### src/rtl/mem_arbiter_if.sv
// rtl/mem_arbiter_if.sv - I/D request, hit/load and RAM port bundle for mem_arbiter
interface mem_arbiter_if;
    logic        iREN;
    logic [31:0] iaddr;
    logic        dREN;
    logic        dWEN;
    logic [31:0] daddr;
    logic [31:0] dstore;
    logic        ihit;
    logic [31:0] iload;
    logic        dhit;
    logic [31:0] dload;
    logic        ramREN;
    logic        ramWEN;
    logic [31:0] ramaddr;
    logic [31:0] ramstore;
    logic [31:0] ramload;
    logic        ramready;

    // arbiter side
    modport slave (
        input  iREN, iaddr, dREN, dWEN, daddr, dstore, ramload, ramready,
        output ihit, iload, dhit, dload, ramREN, ramWEN, ramaddr, ramstore
    );

    // pipeline + RAM side
    modport master (
        output iREN, iaddr, dREN, dWEN, daddr, dstore, ramload, ramready,
        input  ihit, iload, dhit, dload, ramREN, ramWEN, ramaddr, ramstore
    );
endinterface

### src/rtl/mem_arbiter.sv
// rtl/mem_arbiter.sv - single RAM port arbiter between instruction fetch and data access
module mem_arbiter #(
    parameter int unsigned STARVE_MAX = 4
) (
    input  logic          CLK,
    input  logic          RST,
    mem_arbiter_if.slave  bus
);

    localparam logic [3:0] STREAK_MAX = 4'(STARVE_MAX);

    typedef enum logic [2:0] {
        IDLE,
        IBUSY,
        DBUSY,
        IRESP,
        DRESP
    } state_t;

    state_t      state;
    state_t      state_next;
    logic [3:0]  streak;
    logic [31:0] lat_addr;
    logic [31:0] lat_store;
    logic        lat_write;
    logic [31:0] iload_r;
    logic [31:0] dload_r;

    logic        d_pend;
    logic        i_pend;
    logic        starved;
    logic        grant_d;
    logic        grant_i;
    logic        still_req;

    // Data wins unless fetch has already lost STARVE_MAX times in a row.
    always_comb begin
        d_pend  = bus.dREN | bus.dWEN;
        i_pend  = bus.iREN;
        starved = (streak == STREAK_MAX);
        grant_d = d_pend & ~(i_pend & starved);
        grant_i = i_pend & ~grant_d;
        // A write-latched access is owned by dWEN (write wins when both are high).
        if (state == IBUSY) begin
            still_req = bus.iREN;
        end else if (lat_write) begin
            still_req = bus.dWEN;
        end else begin
            still_req = bus.dREN;
        end
    end

    // State register; reset abandons any access in flight.
    always_ff @(posedge CLK or posedge RST) begin
        if (RST) begin
            state <= IDLE;
        end else begin
            state <= state_next;
        end
    end

    // Next state and all port outputs, driven purely from the state and latched request.
    always_comb begin
        state_next   = state;
        bus.ramREN   = 1'b0;
        bus.ramWEN   = 1'b0;
        bus.ramaddr  = 32'h0;
        bus.ramstore = 32'h0;
        bus.ihit     = 1'b0;
        bus.dhit     = 1'b0;
        bus.iload    = iload_r;
        bus.dload    = dload_r;
        case (state)
            IDLE: begin
                if (grant_d) begin
                    state_next = DBUSY;
                end else if (grant_i) begin
                    state_next = IBUSY;
                end
            end
            IBUSY: begin
                bus.ramREN  = 1'b1;
                bus.ramaddr = lat_addr;
                if (bus.ramready) begin
                    state_next = still_req ? IRESP : IDLE;
                end
            end
            DBUSY: begin
                bus.ramREN   = ~lat_write;
                bus.ramWEN   = lat_write;
                bus.ramaddr  = lat_addr;
                bus.ramstore = lat_store;
                if (bus.ramready) begin
                    state_next = still_req ? DRESP : IDLE;
                end
            end
            IRESP: begin
                bus.ihit   = 1'b1;
                state_next = IDLE;
            end
            DRESP: begin
                bus.dhit   = 1'b1;
                state_next = IDLE;
            end
            default: begin
                state_next = IDLE;
            end
        endcase
    end

    // Latch the granted request and track consecutive data wins over a waiting fetch.
    always_ff @(posedge CLK or posedge RST) begin
        if (RST) begin
            lat_addr  <= 32'h0;
            lat_store <= 32'h0;
            lat_write <= 1'b0;
            streak    <= 4'h0;
        end else if (state == IDLE) begin
            if (grant_d) begin
                lat_addr  <= bus.daddr;
                lat_store <= bus.dstore;
                lat_write <= bus.dWEN;
                if (!i_pend) begin
                    streak <= 4'h0;
                end else if (!starved) begin
                    streak <= streak + 4'h1;
                end
            end else if (grant_i) begin
                lat_addr  <= bus.iaddr;
                lat_write <= 1'b0;
                streak    <= 4'h0;
            end
        end
    end

    // Capture read data on completion, but only for a requester still waiting for it.
    always_ff @(posedge CLK or posedge RST) begin
        if (RST) begin
            iload_r <= 32'h0;
            dload_r <= 32'h0;
        end else if (bus.ramready && still_req) begin
            if (state == IBUSY) begin
                iload_r <= bus.ramload;
            end else if (state == DBUSY && !lat_write) begin
                dload_r <= bus.ramload;
            end
        end
    end

endmodule

### src/flat_wrapper.sv
// flat-port wrapper written by rule: the top's interface ports become plain ports
module mem_arbiter_flat 
#(
    parameter int unsigned STARVE_MAX = 4
)
  (CLK, RST, bus_iREN, bus_iaddr, bus_dREN, bus_dWEN, bus_daddr, bus_dstore, bus_ramload, bus_ramready, bus_ihit, bus_iload, bus_dhit, bus_dload, bus_ramREN, bus_ramWEN, bus_ramaddr, bus_ramstore);
  mem_arbiter_if bus_i ();
  input  logic CLK;
  input  logic RST;
  input wire logic [$bits(bus_i.iREN)-1:0] bus_iREN;
  input wire logic [$bits(bus_i.iaddr)-1:0] bus_iaddr;
  input wire logic [$bits(bus_i.dREN)-1:0] bus_dREN;
  input wire logic [$bits(bus_i.dWEN)-1:0] bus_dWEN;
  input wire logic [$bits(bus_i.daddr)-1:0] bus_daddr;
  input wire logic [$bits(bus_i.dstore)-1:0] bus_dstore;
  input wire logic [$bits(bus_i.ramload)-1:0] bus_ramload;
  input wire logic [$bits(bus_i.ramready)-1:0] bus_ramready;
  output wire logic [$bits(bus_i.ihit)-1:0] bus_ihit;
  output wire logic [$bits(bus_i.iload)-1:0] bus_iload;
  output wire logic [$bits(bus_i.dhit)-1:0] bus_dhit;
  output wire logic [$bits(bus_i.dload)-1:0] bus_dload;
  output wire logic [$bits(bus_i.ramREN)-1:0] bus_ramREN;
  output wire logic [$bits(bus_i.ramWEN)-1:0] bus_ramWEN;
  output wire logic [$bits(bus_i.ramaddr)-1:0] bus_ramaddr;
  output wire logic [$bits(bus_i.ramstore)-1:0] bus_ramstore;
  assign bus_i.iREN = bus_iREN;
  assign bus_i.iaddr = bus_iaddr;
  assign bus_i.dREN = bus_dREN;
  assign bus_i.dWEN = bus_dWEN;
  assign bus_i.daddr = bus_daddr;
  assign bus_i.dstore = bus_dstore;
  assign bus_i.ramload = bus_ramload;
  assign bus_i.ramready = bus_ramready;
  assign bus_ihit = bus_i.ihit;
  assign bus_iload = bus_i.iload;
  assign bus_dhit = bus_i.dhit;
  assign bus_dload = bus_i.dload;
  assign bus_ramREN = bus_i.ramREN;
  assign bus_ramWEN = bus_i.ramWEN;
  assign bus_ramaddr = bus_i.ramaddr;
  assign bus_ramstore = bus_i.ramstore;
  mem_arbiter #(.STARVE_MAX(STARVE_MAX)) u_core (.CLK(CLK), .RST(RST), .bus(bus_i));
endmodule
### config.mk
export PLATFORM = sky130hd
export DESIGN_NAME = mem_arbiter_flat
export DESIGN_NICKNAME = d
export VERILOG_FILES = /design/src/rtl/mem_arbiter_if.sv /design/src/rtl/mem_arbiter.sv /design/src/flat_wrapper.sv
export SDC_FILE = /design/constraint.sdc
export NUM_CORES = 1
export LEC_CHECK = 0
export ABC_AREA = 1
export ABC_CLOCK_PERIOD_IN_PS = 4900
export CAP_MARGIN = 10
export CELL_PAD_IN_SITES_DETAIL_PLACEMENT = 1
export CELL_PAD_IN_SITES_GLOBAL_PLACEMENT = 1
export CORE_MARGIN = 2
export CORE_UTILIZATION = 30
export CTS_BUF_LIST = sky130_fd_sc_hd__clkbuf_16
export DETAILED_ROUTE_END_ITERATION = 7
export GPL_TIMING_DRIVEN = 0
export HOLD_SLACK_MARGIN = 0.08
export PLACE_DENSITY_LB_ADDON = 0.05
export SLEW_MARGIN = 20
export SYNTH_ARGS = -nofsm -noshare
export SYNTH_HDL_FRONTEND = slang
export SYNTH_SLANG_ARGS = --single-unit
### constraint.sdc
create_clock -name CLK -period 4.9 [get_ports CLK]
set_input_delay 0.735 -clock CLK [delete_from_list [all_inputs] [get_ports CLK]]
set_output_delay 0.735 -clock CLK [all_outputs]
set_load 0.02 [all_outputs]
## Word-level counts from Yosys, hierarchy flattened

Index checks and enable logic that the tools add are counted.

- Mux-type cells: 23
- Add/sub/neg operators: 1
- Equal/unequal tests: 9
- Bitwise operators: 8
- Reductions and logical operators: 12

Operators by type and width:

| cell | number |
|---|---|
| $mux W32 | 4 |
| $mux W4 | 4 |
| $mux W3 | 5 |
| $pmux W3 S3 | 1 |
| $reduce_and A3 Y1 | 3 |
| $mux W1 | 7 |
| $eq A3 B2 Y1 const B | 2 |
| $reduce_and A2 Y1 | 3 |
| $add A4 B1 Y4 const B | 1 |
| $eq A4 B3 Y1 const B | 1 |
| $ne A2 B2 Y1 const B | 2 |
| $not A1 Y1 | 4 |
| $and A1 B1 Y1 | 3 |
| $eq A3 B1 Y1 const B | 1 |
| $eq A3 B3 Y1 const B | 1 |
| $logic_not A3 Y1 | 1 |
| $ne A3 B1 Y1 const B | 1 |
| $ne A3 B3 Y1 const B | 1 |
| $logic_and A1 B1 Y1 | 2 |
| $mux W2 | 1 |
| $pmux W1 S2 | 1 |
| $reduce_bool A2 Y1 | 1 |
| $reduce_or A2 Y1 | 1 |
| $logic_not A1 Y1 | 1 |
| $or A1 B1 Y1 | 1 |

- Register bits: 136
- Output and inout port bits: 132
- Logic and storage cells: 60
- Input bits: 134

## Depth between registers and ports, before layout

Gate-level depths: netlist of the first run.

- Depth after elaboration: 9
- Gate-level depth with buffers: 12
- Gate-level depth less buffers: 10

## Worst setup path before layout of the first run

Ideal clock, no wire load.

- Path type: register to output
- Start point: register u_core.state[0]
- End point: output port bus_ramaddr[10]
- Data required time: 4.165 ns
- Arrival time: 1.276 ns
- Buffers on the path: 1
- Cell stages (with the launch flop): 7
- Path slack: 2.889 ns
- Path through: dfrtp_1 -> inv_1 -> nand3_2 -> nand2_1 -> inv_1 -> buf_2 -> nor2_1

- Cells in the longest elaborated chain, start to end: 3
- Elaborated cells on any way between the ends: 4
- Classes of those cells: eq/ne (2); mux (1); reduce/logical (1)

RTL lines:

| what | RTL line | text |
|---|---|---|
| start: declaration | mem_arbiter.sv:20 | `state_t state;` |
| start signal: assignment | mem_arbiter.sv:58 | `state <= state_next;` |
| $eq A3 B2 Y1 / $eq A3 B1 Y1 (equally long branches) | mem_arbiter.sv:73 | `case (state)` |
| $reduce_or A2 Y1 (no line) * | -- |  |
| $mux W32 * | mem_arbiter.sv:73 |  |
| end: declaration | flat_wrapper.sv:24 | `output wire logic [$bits(bus_i.ramaddr)-1:0] bus_ramaddr;` |

Every way passes the cells marked *; elsewhere a longest branch is shown, timed or not.

## Worst setup path after layout of the first run

- Start point: register u_core.state[0]
- End point: output port bus_ramaddr[13]

The elaborated chain is that of the path after synthesis.

==> results of run 1 <==
==> state kept, by name, summed over array words and instances, names as in the netlist <==
signal            flops
u_core.bus.dload     32
u_core.bus.iload     32
u_core.lat_addr      32
u_core.lat_store     32
u_core.lat_write      1
u_core.state          3
u_core.streak         4
==> kinds of logic (layout without fill, tap and decap cells) <==
group / Yosys count / count (layout) / share of synthesized area [%]
AND/OR/NAND/NOR: 455 / 455 / 30.1
buffers and inverters: 175 / 473 / 11.3
flip-flops: 136 / 136 / 52.8
AO/OA/AOI/OAI: 69 / 69 / 5.36
adder cells (fa/ha/maj): 2 / 2 / 0.388
XOR/XNOR: 1 / 1 / 0.136
==> report_power, final <==
group,total [mW],internal [mW],switching [mW]
clock network,1.36,0.814,0.545
registers,1.90,1.65,0.251
logic,3.25,1.34,1.90
total,6.50,3.81,2.70
==> critical path, cell delays in order (launching register included) <==
cell and delay [ns]:
dfrtp_1 0.43, inv_1 0.10, nand3_2 0.22, nand2_1 0.17, inv_1 0.12, buf_2 0.23
nor2_1 0.20, clkdlybuf4s50_1 0.65
==> layout by cell type (no fill, tap or decap), types with 2 or more instances in the layout <==
cell type          n
buf_2             30
buf_6              4
bufinv_16          3
clkbuf_1           8
clkbuf_16         17
clkdlybuf4s50_1  265
clkinv_4           3
dfrtp_1          136
ha_1               2
inv_1            127
inv_2              4
inv_6              4
inv_8              3
nand2_1          282
nand2_2            3
nand3_1           68
nand3_2            4
nand3b_1          17
nand4_1            3
nor2_1            72
nor3_1             2
o21ai_0           68
==> area by class of cell <==
cell class / count / area [sq um]
fill: 2569 / 11000
sequential: 136 / 3400
timing repair buffer: 266 / 2680
multi-input combinational: 527 / 2320
inverter: 132 / 503
clock buffer: 17 / 425
tap: 275 / 344
buffer: 43 / 233
clock inverter: 15 / 190
==> routing by layer <==
layer / wire length, um / share of wire (%) / track usage (%)
met1: 9400 / 45 / 24.2
met3: 1540 / 7.3 / 6.24
met5: 0 / 0 / 0
met4: 348 / 1.7 / 5.79
met2: 9770 / 46 / 31.3
==> stage by stage <==
stage,worst slack [ns],std cells
after detailed placement,2.07,1379
after CTS,1.59,1411
after global routing,1.47,1411
after floorplan,0.526,838
after global placement,-1.95,1378
final,1.62,1411
==> worst max path at each step <==
| stage | from | to | depth (start not counted) |
|---|---|---|---|
| after global routing | u_core.state[0]$_DFFE_PP0P_ | bus_ramaddr[13] | 7 |
| final | u_core.state[0]$_DFFE_PP0P_ | bus_ramaddr[13] | 7 |
| after CTS | u_core.state[0]$_DFFE_PP0P_ | bus_ramaddr[13] | 7 |
| after global placement | RST | u_core.lat_store[13]$_DFFE_PP0P_ | 2 |
| after floorplan | RST | u_core.bus.dload[0]$_DFFE_PP0P_ | 1 |
| after detailed placement | u_core.state[0]$_DFFE_PP0P_ | bus_ramaddr[13] | 7 |
==> metrics.md, run 1 <==
| Metric | Value |
|---|---|
| Status | `finished, final reports clean` |
| WL per Instance | `14.9 um` |
| Ys Warns | `0` |
| Share of layout cells above drive strength 1 | `7.22%` |
| Seq/Total Area, Yosys | `52.8%` |
| DRT Pass-1 Iters | `4` |
| Data required, critical path | `4.16 ns` |
| CTS Hold Buffers Added | `0` |
| Largest net degree at the start of global routing | `91` |
| Grt ovf | `0` |
| Die Wd | `151 um` |
| CTS tree | `built` |
| Worst vdd ir | `0.277 mV` |
| Post-synth top area share | `52.8%` |
| # rows | `53` |
| HP Class | `reg -> reg` |
| Synth unique cells | `23` |
| Setup slack, reg-to-reg | `3.17 ns` |
| Most frequent cell after synthesis | `nand2_1` |
| Post-Syn Nets | `974` |
| Reg2reg start | `u_core.state[0]$_DFFE_PP0P_` |
| First-pass GRT wire length | `33,900 um` |
| Final core utilization | `47.9%` |
| Resized cells post-CTS | `0` |
| Hold endpoint | `u_core.bus.dload[20]$_DFFE_PP0P_` |
| Total negative slack | `0 ns` |
| Avg Inst Size Synth | `7.70 sq um` |
| Placeable core region | `21,100 sq um` |
| Initial antenna violation count | `0` |
| Routed wire length | `21,100 um` |
| Arrival time worst endpoint | `2.54 ns` |
| Final nets | `1,259` |
| Post-CTS Setup Bufs | `0` |
| PD cells | `644 nW/um^2` |
| Mapped Cells | `838` |
| Worst Hold Depth | `2` |
| Clock period minus worst slack | `3.28 ns` |
| I/O Pins | `266` |
| Max Cap Viol | `0` |
| Post-synth ARST share | `100%` |
| Final hold slack | `0.470 ns` |
| Startpoint Class | `flop` |
| HP Start | `u_core.bus.dload[20]$_DFFE_PP0P_` |
| Crit Path Category | `reg -> out` |
| Dpl cell area | `9480 sq um` |
| Fmax achieved | `305 MHz` |
| Tcrit/Tclk final | `66.9%` |
| R2R depth | `7` |
| Number of diodes | `0` |
| Number of remaining DRC errors | `0` |
| Synth top area cells | `dfrtp_1 53%, nand2_1 16%, inv_1 7.5%` |
| #FFs+latches synth | `136` |
| Htree depth | `4` |
| Worst slew pin tran | `0.507 ns` |
| Predominant post-synthesis flop cell | `dfrtp_1` |
| GRT Overall Usage | `19.2%` |
| Critical path fanouts, max | `10` |
| Vias/cell | `4.44` |
| Most frequent cells after synthesis | `282 x nand2_1, 136 x dfrtp_1, 128 x inv_1, 72 x nor2_1` |
| Post-synth EDFFs | `0` |
| DIE AREA | `22,700 sq um` |
| RR Endpoint | `u_core.bus.dload[27]$_DFFE_PP0P_` |
| Leak | `5.02 nW` |
| Crit end category | `primary output` |
| Die height | `151 um` |
| Cell area after layout | `10,100 sq um` |
| Register clock-pin slew on the reported worst setup and hold paths | `0.06 ns` |
| CTS root buffer | `clkbuf_16` |
| Clk Latency, worst-skew pair | `0.42 ns` |
| Starting Density | `30.6%` |
| Final hold violation count | `0` |
| CTS buffer count | `17` |
| Final ANT Viol Nets | `0` |
| Power, Total | `6.50 mW` |
| DP HPWL | `15,500 um` |
| Clock sink count | `136` |
| DR vias | `6,262` |
| Leading area contributor after synthesis | `dfrtp_1` |
| Final setup fails | `0` |
| RSZ-0062 raised after global routing | `no` |
| Slew headroom | `66.2%` |
| Clk_skew | `0.0100 ns` |
| P&R area growth vs syn | `56.6%` |
| Max Root-Sink Buffers | `2` |
| Final Wtd Congestion | `0.763` |
| IO Port Bufs | `265` |
| 1st-iter DRT viols | `166` |
| Vias in the first global route | `6,710` |
| Slew Limit Fails | `0` |
| Post-Syn Area | `6450 sq um` |
Note: power is estimated with default switching activity, not from simulation.
==> run 2: changes to the inputs <==
Settings changed: ABC_CLOCK_PERIOD_IN_PS 4900 to 3100.
Clock period 4.9 ns to 3.1 ns, I/O delays scaled along.
==> metrics.md, run 2 (synthesis results as in run 1) <==
| Metric | Value |
|---|---|
| Placeable core region | `21,100 sq um (unchanged)` |
| Worst slew pin tran | `0.622 ns (+0.115 ns)` |
| Number of diodes | `0 (unchanged)` |
| # rows | `53 (unchanged)` |
| Clock sink count | `136 (unchanged)` |
| Die Wd | `151 um (unchanged)` |
| Worst path cell trace | `inv_1 > nand3_4 > nand2_1 > inv_1 > buf_2 > nor2_1 > clkdlybuf4s50_1` |
| Initial antenna violation count | `0 (unchanged)` |
| Max Cap Viol | `0 (unchanged)` |
| Slew headroom | `58.5% (-7.7 points)` |
| 1st-iter DRT viols | `161 (-3.0%)` |
| Vias/cell | `4.43 (-0.10%)` |
| WL per Instance | `15.1 um (+0.88%)` |
| IO Port Bufs | `265 (unchanged)` |
| GRT Overall Usage | `19.3% (+0.18 points)` |
| Worst vdd ir | `0.401 mV (+45%)` |
| Final Wtd Congestion | `0.784 (+2.8%)` |
| CTS Hold Buffers Added | `0 (unchanged)` |
| Share of layout cells above drive strength 1 | `7.46% (+0.24 points)` |
| M2 GR Usage | `31.1% (-0.18 points)` |
| I/O Pins | `266 (unchanged)` |
| Post-CTS Setup Bufs | `0 (unchanged)` |
| Clk_skew | `0.0124 ns (+0.00239 ns)` |
| Setup WS post-layout | `0.203 ns (-1.42 ns)` |
| Data required, critical path | `2.63 ns (-1.53 ns)` |
| Crit end category | `primary output` |
| Routed wire length | `21,300 um (+1.1%)` |
| Most frequent cells in the layout | `282 x nand2_1, 264 x clkdlybuf4s50_1, 136 x dfrtp_1, 127 x inv_1, 72 x nor2_1` |
| CTS buffer count | `17 (unchanged)` |
| Status | `finished, final reports clean` |
| Leak | `5.03 nW (+0.25%)` |
| Die height | `151 um (unchanged)` |
| Cell family with most CP delay | `buffers and inverters` |
| Max Root-Sink Buffers | `2 (unchanged)` |
| Final setup fails | `0 (unchanged)` |
| Largest net degree at the start of global routing | `28 (-69%)` |
| Final hold violation count | `0 (unchanged)` |
| Crit Path Category | `reg -> out` |
| RSZ-0062 raised after global routing | `no` |
| Clk Latency, worst-skew pair | `0.42 ns (about the same)` |
| Busiest metal layer after global routing | `met2` |
| Htree depth | `4 (unchanged)` |
| P&R area growth vs syn | `56.9%` |
| Post-place setup slack | `0.507 ns (-1.56 ns)` |
| HP Class | `in -> async` |
| CTS tree | `built` |
| Startpoint Class | `flop` |
| Clock period minus worst slack | `2.90 ns` |
| Number of remaining DRC errors | `0 (unchanged)` |
| Tcrit/Tclk final | `93.5%` |
| Starting Density | `30.6% (unchanged)` |
| Final ANT Viol Nets | `0 (unchanged)` |
| Power, Total | `10.1 mW (+55%)` |
| Fmax achieved | `345 MHz` |
| Slew Limit Fails | `0 (unchanged)` |
| Critical path fanouts, max | `10 (unchanged)` |
| Grt met3 use | `6.15% (-0.091 points)` |
| Arrival time worst endpoint | `2.43 ns (-0.11 ns)` |
| M1 GR Usage | `25.1% (+0.92 points)` |
| Final nets | `1,263 (+0.32%)` |
| DP HPWL | `16,000 um (+3.3%)` |
| Worst path slowest cell | `clkdlybuf4s50_1` |
| Grt ovf | `0 (unchanged)` |
| PD cells | `997 nW/um^2 (+55%)` |
| CP peak stage delay | `0.67 ns (+0.02 ns)` |
| DIE AREA | `22,700 sq um (unchanged)` |
| Most used cell, CP | `inv_1` |
| Buf+Inv Stages, Crit Path | `4 (unchanged)` |
| Most common cell after layout, fill and taps aside | `nand2_1` |
| CTS root buffer | `clkbuf_16` |
| Vias in the first global route | `6,642 (-1.0%)` |
| DRT Pass-1 Iters | `4 (unchanged)` |
| DR vias | `6,269 (+0.11%)` |
| First-pass GRT wire length | `34,300 um (+1.3%)` |
| Register clock-pin slew on the reported worst setup and hold paths | `0.07 ns (about the same)` |
==> run 2: path summary, 6_finish.rpt <==
check	startpoint	to	slack, ns	depth (start not counted)
worst max-delay path	u_core.state[0]$_DFFE_PP0P_	bus_ramaddr[15]	0.20	7
worst min-delay path	RST	u_core.lat_store[6]$_DFFE_PP0P_	0.47	2
worst max register to register	u_core.state[1]$_DFFE_PP0P_	u_core.bus.iload[6]$_DFFE_PP0P_	1.39	6
worst min register to register	u_core.bus.dload[8]$_DFFE_PP0P_	u_core.bus.dload[8]$_DFFE_PP0P_	0.47	2
max in group asynchronous	RST	u_core.bus.iload[12]$_DFFE_PP0P_	1.67	5
min in group CLK	u_core.bus.dload[8]$_DFFE_PP0P_	u_core.bus.dload[8]$_DFFE_PP0P_	0.47	2
==> run 2: cell type report <==
cell class | instances | area [sq um]
clock inverter | 14 | 124
tap | 275 | 344
buffer | 43 | 233
inverter | 132 | 499
fill | 2595 | 11000
multi-input combinational | 527 | 2320
timing repair buffer | 270 | 2760
clock buffer | 17 | 425
sequential | 136 | 3400
==> run 2: metrics by stage <==
stage | utilization (%) | area, sq um | hold slack, ns | TNS [ns] | cells
after global placement | 44.8 | 9450 | 0.453 | -76.02 | 1378
after floorplan | - | 6450 | 0.449 | 0 | 838
after global routing | 48.0 | 10100 | 0.497 | 0 | 1414
after detailed placement | 45.3 | 9560 | 0.462 | 0 | 1383
after CTS | 47.9 | 10100 | 0.475 | 0 | 1414
final | 48.0 | 10100 | 0.472 | 0 | 1414
==> run 2: timing repair <==
| action | in CTS | in global routing |
|---|---|---|
| gates resized for setup | 0 | 2 |
| endpoints found under the setup margin | 0 | 23 |
| endpoints found under the hold margin | 0 | 0 |
==> run 2: metal layers <==
| layer | vias to the layer above | routed length, um |
|---|---|---|
| li1 | 3121 | - |
| met1 | 2965 | 9580 |
| met2 | 166 | 9870 |
| met3 | 17 | 1540 |
| met4 | 0 | 303 |
| met5 | - | 0 |
==> run 2: worst register-to-register path: stages, from the launching register on <==
cell and delay, ns:
dfrtp_1 0.44, inv_1 0.13, nand3_1 0.17, inv_1 0.13
nand3_2 0.20, clkbuf_1 0.30, o21ai_0 0.24
==> run 2: power breakdown <==
part | switching, mW | total (mW) | internal (mW)
Sequential | 0.405 | 3.01 | 2.60
Clock | 0.808 | 1.91 | 1.10
Combinational | 3.02 | 5.16 | 2.14
==> run 3: changes to the inputs <==
Settings changed: CORE_MARGIN 2 to 5.
==> metrics.md, run 3 (synthesis results as in run 1) <==
| Metric | Value |
|---|---|
| Status | `finished, final reports clean` |
| Number of diodes | `0 (unchanged)` |
| Grt ovf | `0 (unchanged)` |
| Setup WS post-layout | `0.207 ns (+0.00383 ns)` |
| Resized cells post-CTS | `0 (unchanged)` |
| Cell area after layout | `10,200 sq um (+0.46%)` |
| Max Cap Viol | `0 (unchanged)` |
| First-pass GRT wire length | `34,800 um (+1.4%)` |
| Most common cell after layout, fill and taps aside | `nand2_1` |
| Final core utilization | `48.2% (+0.22 points)` |
| Final hold slack | `0.443 ns (-0.0292 ns)` |
| CP peak stage delay | `0.63 ns (-0.04 ns)` |
| Die Wd | `157 um (+4.0%)` |
| Buf+Inv Stages, Crit Path | `4 (unchanged)` |
| CTS root buffer | `clkbuf_16` |
| Power, Total | `10.3 mW (+2.6%)` |
| Data required, critical path | `2.63 ns (about the same)` |
| Crit Path Category | `reg -> out` |
| Worst path slowest cell | `clkdlybuf4s50_1` |
| Filler cell count in the final layout | `2,565 (-1.2%)` |
| Slew Limit Fails | `0 (unchanged)` |
| DP HPWL | `16,600 um (+3.9%)` |
| Post-CTS Setup Bufs | `0 (unchanged)` |
| Most used cell, CP | `inv_1` |
| CTS buffer count | `17 (unchanged)` |
| DR vias | `6,251 (-0.29%)` |
| Placeable core region | `21,100 sq um (unchanged)` |
| Multi-input logic area | `2320 sq um (unchanged)` |
| Clock sink count | `136 (unchanged)` |
| WL per Instance | `15.5 um (+2.9%)` |
| Final std cells w/o fill | `1,414 (unchanged)` |
| GRT Overall Usage | `17.9% (-1.4 points)` |
| Final hold violation count | `0 (unchanged)` |
| Final setup fails | `0 (unchanged)` |
| Cell family with most CP delay | `buffers and inverters` |
| Slew headroom | `62.8% (+4.3 points)` |
| Vias/cell | `4.42 (-0.29%)` |
| CTS Hold Buffers Added | `0 (unchanged)` |
| Reg2reg start | `u_core.state[0]$_DFFE_PP0P_` |
| Clock period minus worst slack | `2.89 ns (-0.00383 ns)` |
| Final nets | `1,262 (-0.079%)` |
| Final Wtd Congestion | `0.745 (-5.0%)` |
| Share of layout cells above drive strength 1 | `7.46% (unchanged)` |
| IO Port Bufs | `265 (unchanged)` |
| Clk_skew | `0.00966 ns (-0.00273 ns)` |
| Critical path fanouts, max | `10 (unchanged)` |
| Flip-flop and latch area | `3400 sq um (unchanged)` |
| RSZ-0062 raised after global routing | `no` |
| Htree depth | `4 (unchanged)` |
| HP Class | `in -> async` |
| Leak | `5.11 nW (+1.4%)` |
| Initial antenna violation count | `2 (+2)` |
| CTS tree | `built` |
| Vias in the first global route | `6,639 (-0.045%)` |
| # rows | `53 (unchanged)` |
| 1st-iter DRT viols | `180 (+12%)` |
| PD cells | `1020 nW/um^2 (+2.1%)` |
| Total negative slack | `0 ns (unchanged)` |
| Crit path from | `u_core.state[0]$_DFFE_PP0P_` |
| Dpl cells | `1,382 (-0.072%)` |
| Crit end category | `primary output` |
| Clk Latency, worst-skew pair | `0.42 ns (about the same)` |
| Register clock-pin slew on the reported worst setup and hold paths | `0.07 ns (about the same)` |
| Post-place setup slack | `0.562 ns (+0.0546 ns)` |
| DIE AREA | `24,500 sq um (+8.1%)` |
| Most frequent cells in the layout | `282 x nand2_1, 261 x clkdlybuf4s50_1, 136 x dfrtp_1, 127 x inv_1, 72 x nor2_1` |
| Tcrit/Tclk final | `93.3% (-0.12 points)` |
| Number of remaining DRC errors | `0 (unchanged)` |
| Worst slew pin tran | `0.557 ns (-0.0648 ns)` |
| DRT Pass-1 Iters | `4 (unchanged)` |
| Arrival time worst endpoint | `2.43 ns (about the same)` |
| P&R area growth vs syn | `57.6%` |
| Fmax achieved | `346 MHz (+0.13%)` |
| Max Root-Sink Buffers | `2 (unchanged)` |
| Largest net degree at the start of global routing | `32 (+14%)` |
| I/O Pins | `266 (unchanged)` |
| Startpoint Class | `flop` |
| Final ANT Viol Nets | `0 (unchanged)` |
| Starting Density | `30.6% (unchanged)` |
| Worst vdd ir | `0.386 mV (-3.7%)` |
| Dpl cell area | `9530 sq um (-0.29%)` |
| Die height | `157 um (+4.0%)` |
| Worst path cell trace | `inv_1 > nand3_4 > nand2_1 > inv_1 > buf_2 > nor2_1 > clkdlybuf4s50_1` |
| Routed wire length | `21,900 um (+2.9%)` |
==> run 3: final cells by class <==
cell class,count,share of cell area (%)
plain buffers,43,2.29
clock buffers,17,4.19
clock inverters,15,1.87
inverters,132,4.91
multi-input cells,527,22.9
flip-flops and latches,136,33.5
well taps,275,3.39
repair buffers,269,27.0
==> run 3: path summary, 6_finish.rpt <==
path	depth (start not counted)	slack [ns]	to
max reg2reg	7	1.40	u_core.bus.dload[2]$_DFFE_PP0P_
min	2	0.44	u_core.lat_store[1]$_DFFE_PP0P_
max	7	0.21	bus_ramaddr[16]
max in group asynchronous	5	1.66	u_core.bus.dload[20]$_DFFE_PP0P_
min in group CLK	2	0.47	u_core.bus.dload[28]$_DFFE_PP0P_
min reg2reg	2	0.47	u_core.bus.dload[28]$_DFFE_PP0P_
==> run 3: where the power goes <==
group / internal [mW] / switching [mW]
Clock: 1.29 / 0.856
Sequential: 2.60 / 0.407
Combinational: 2.13 / 3.05
==> run 3: routing by layer <==
layer	GRT usage [%]	vias up	wire length, um
met3	7.13	16	1800
met1	22.8	2952	9450
met5	0	-	25
met4	3.26	4	150
met2	29.2	164	10500
li1	-	3115	-
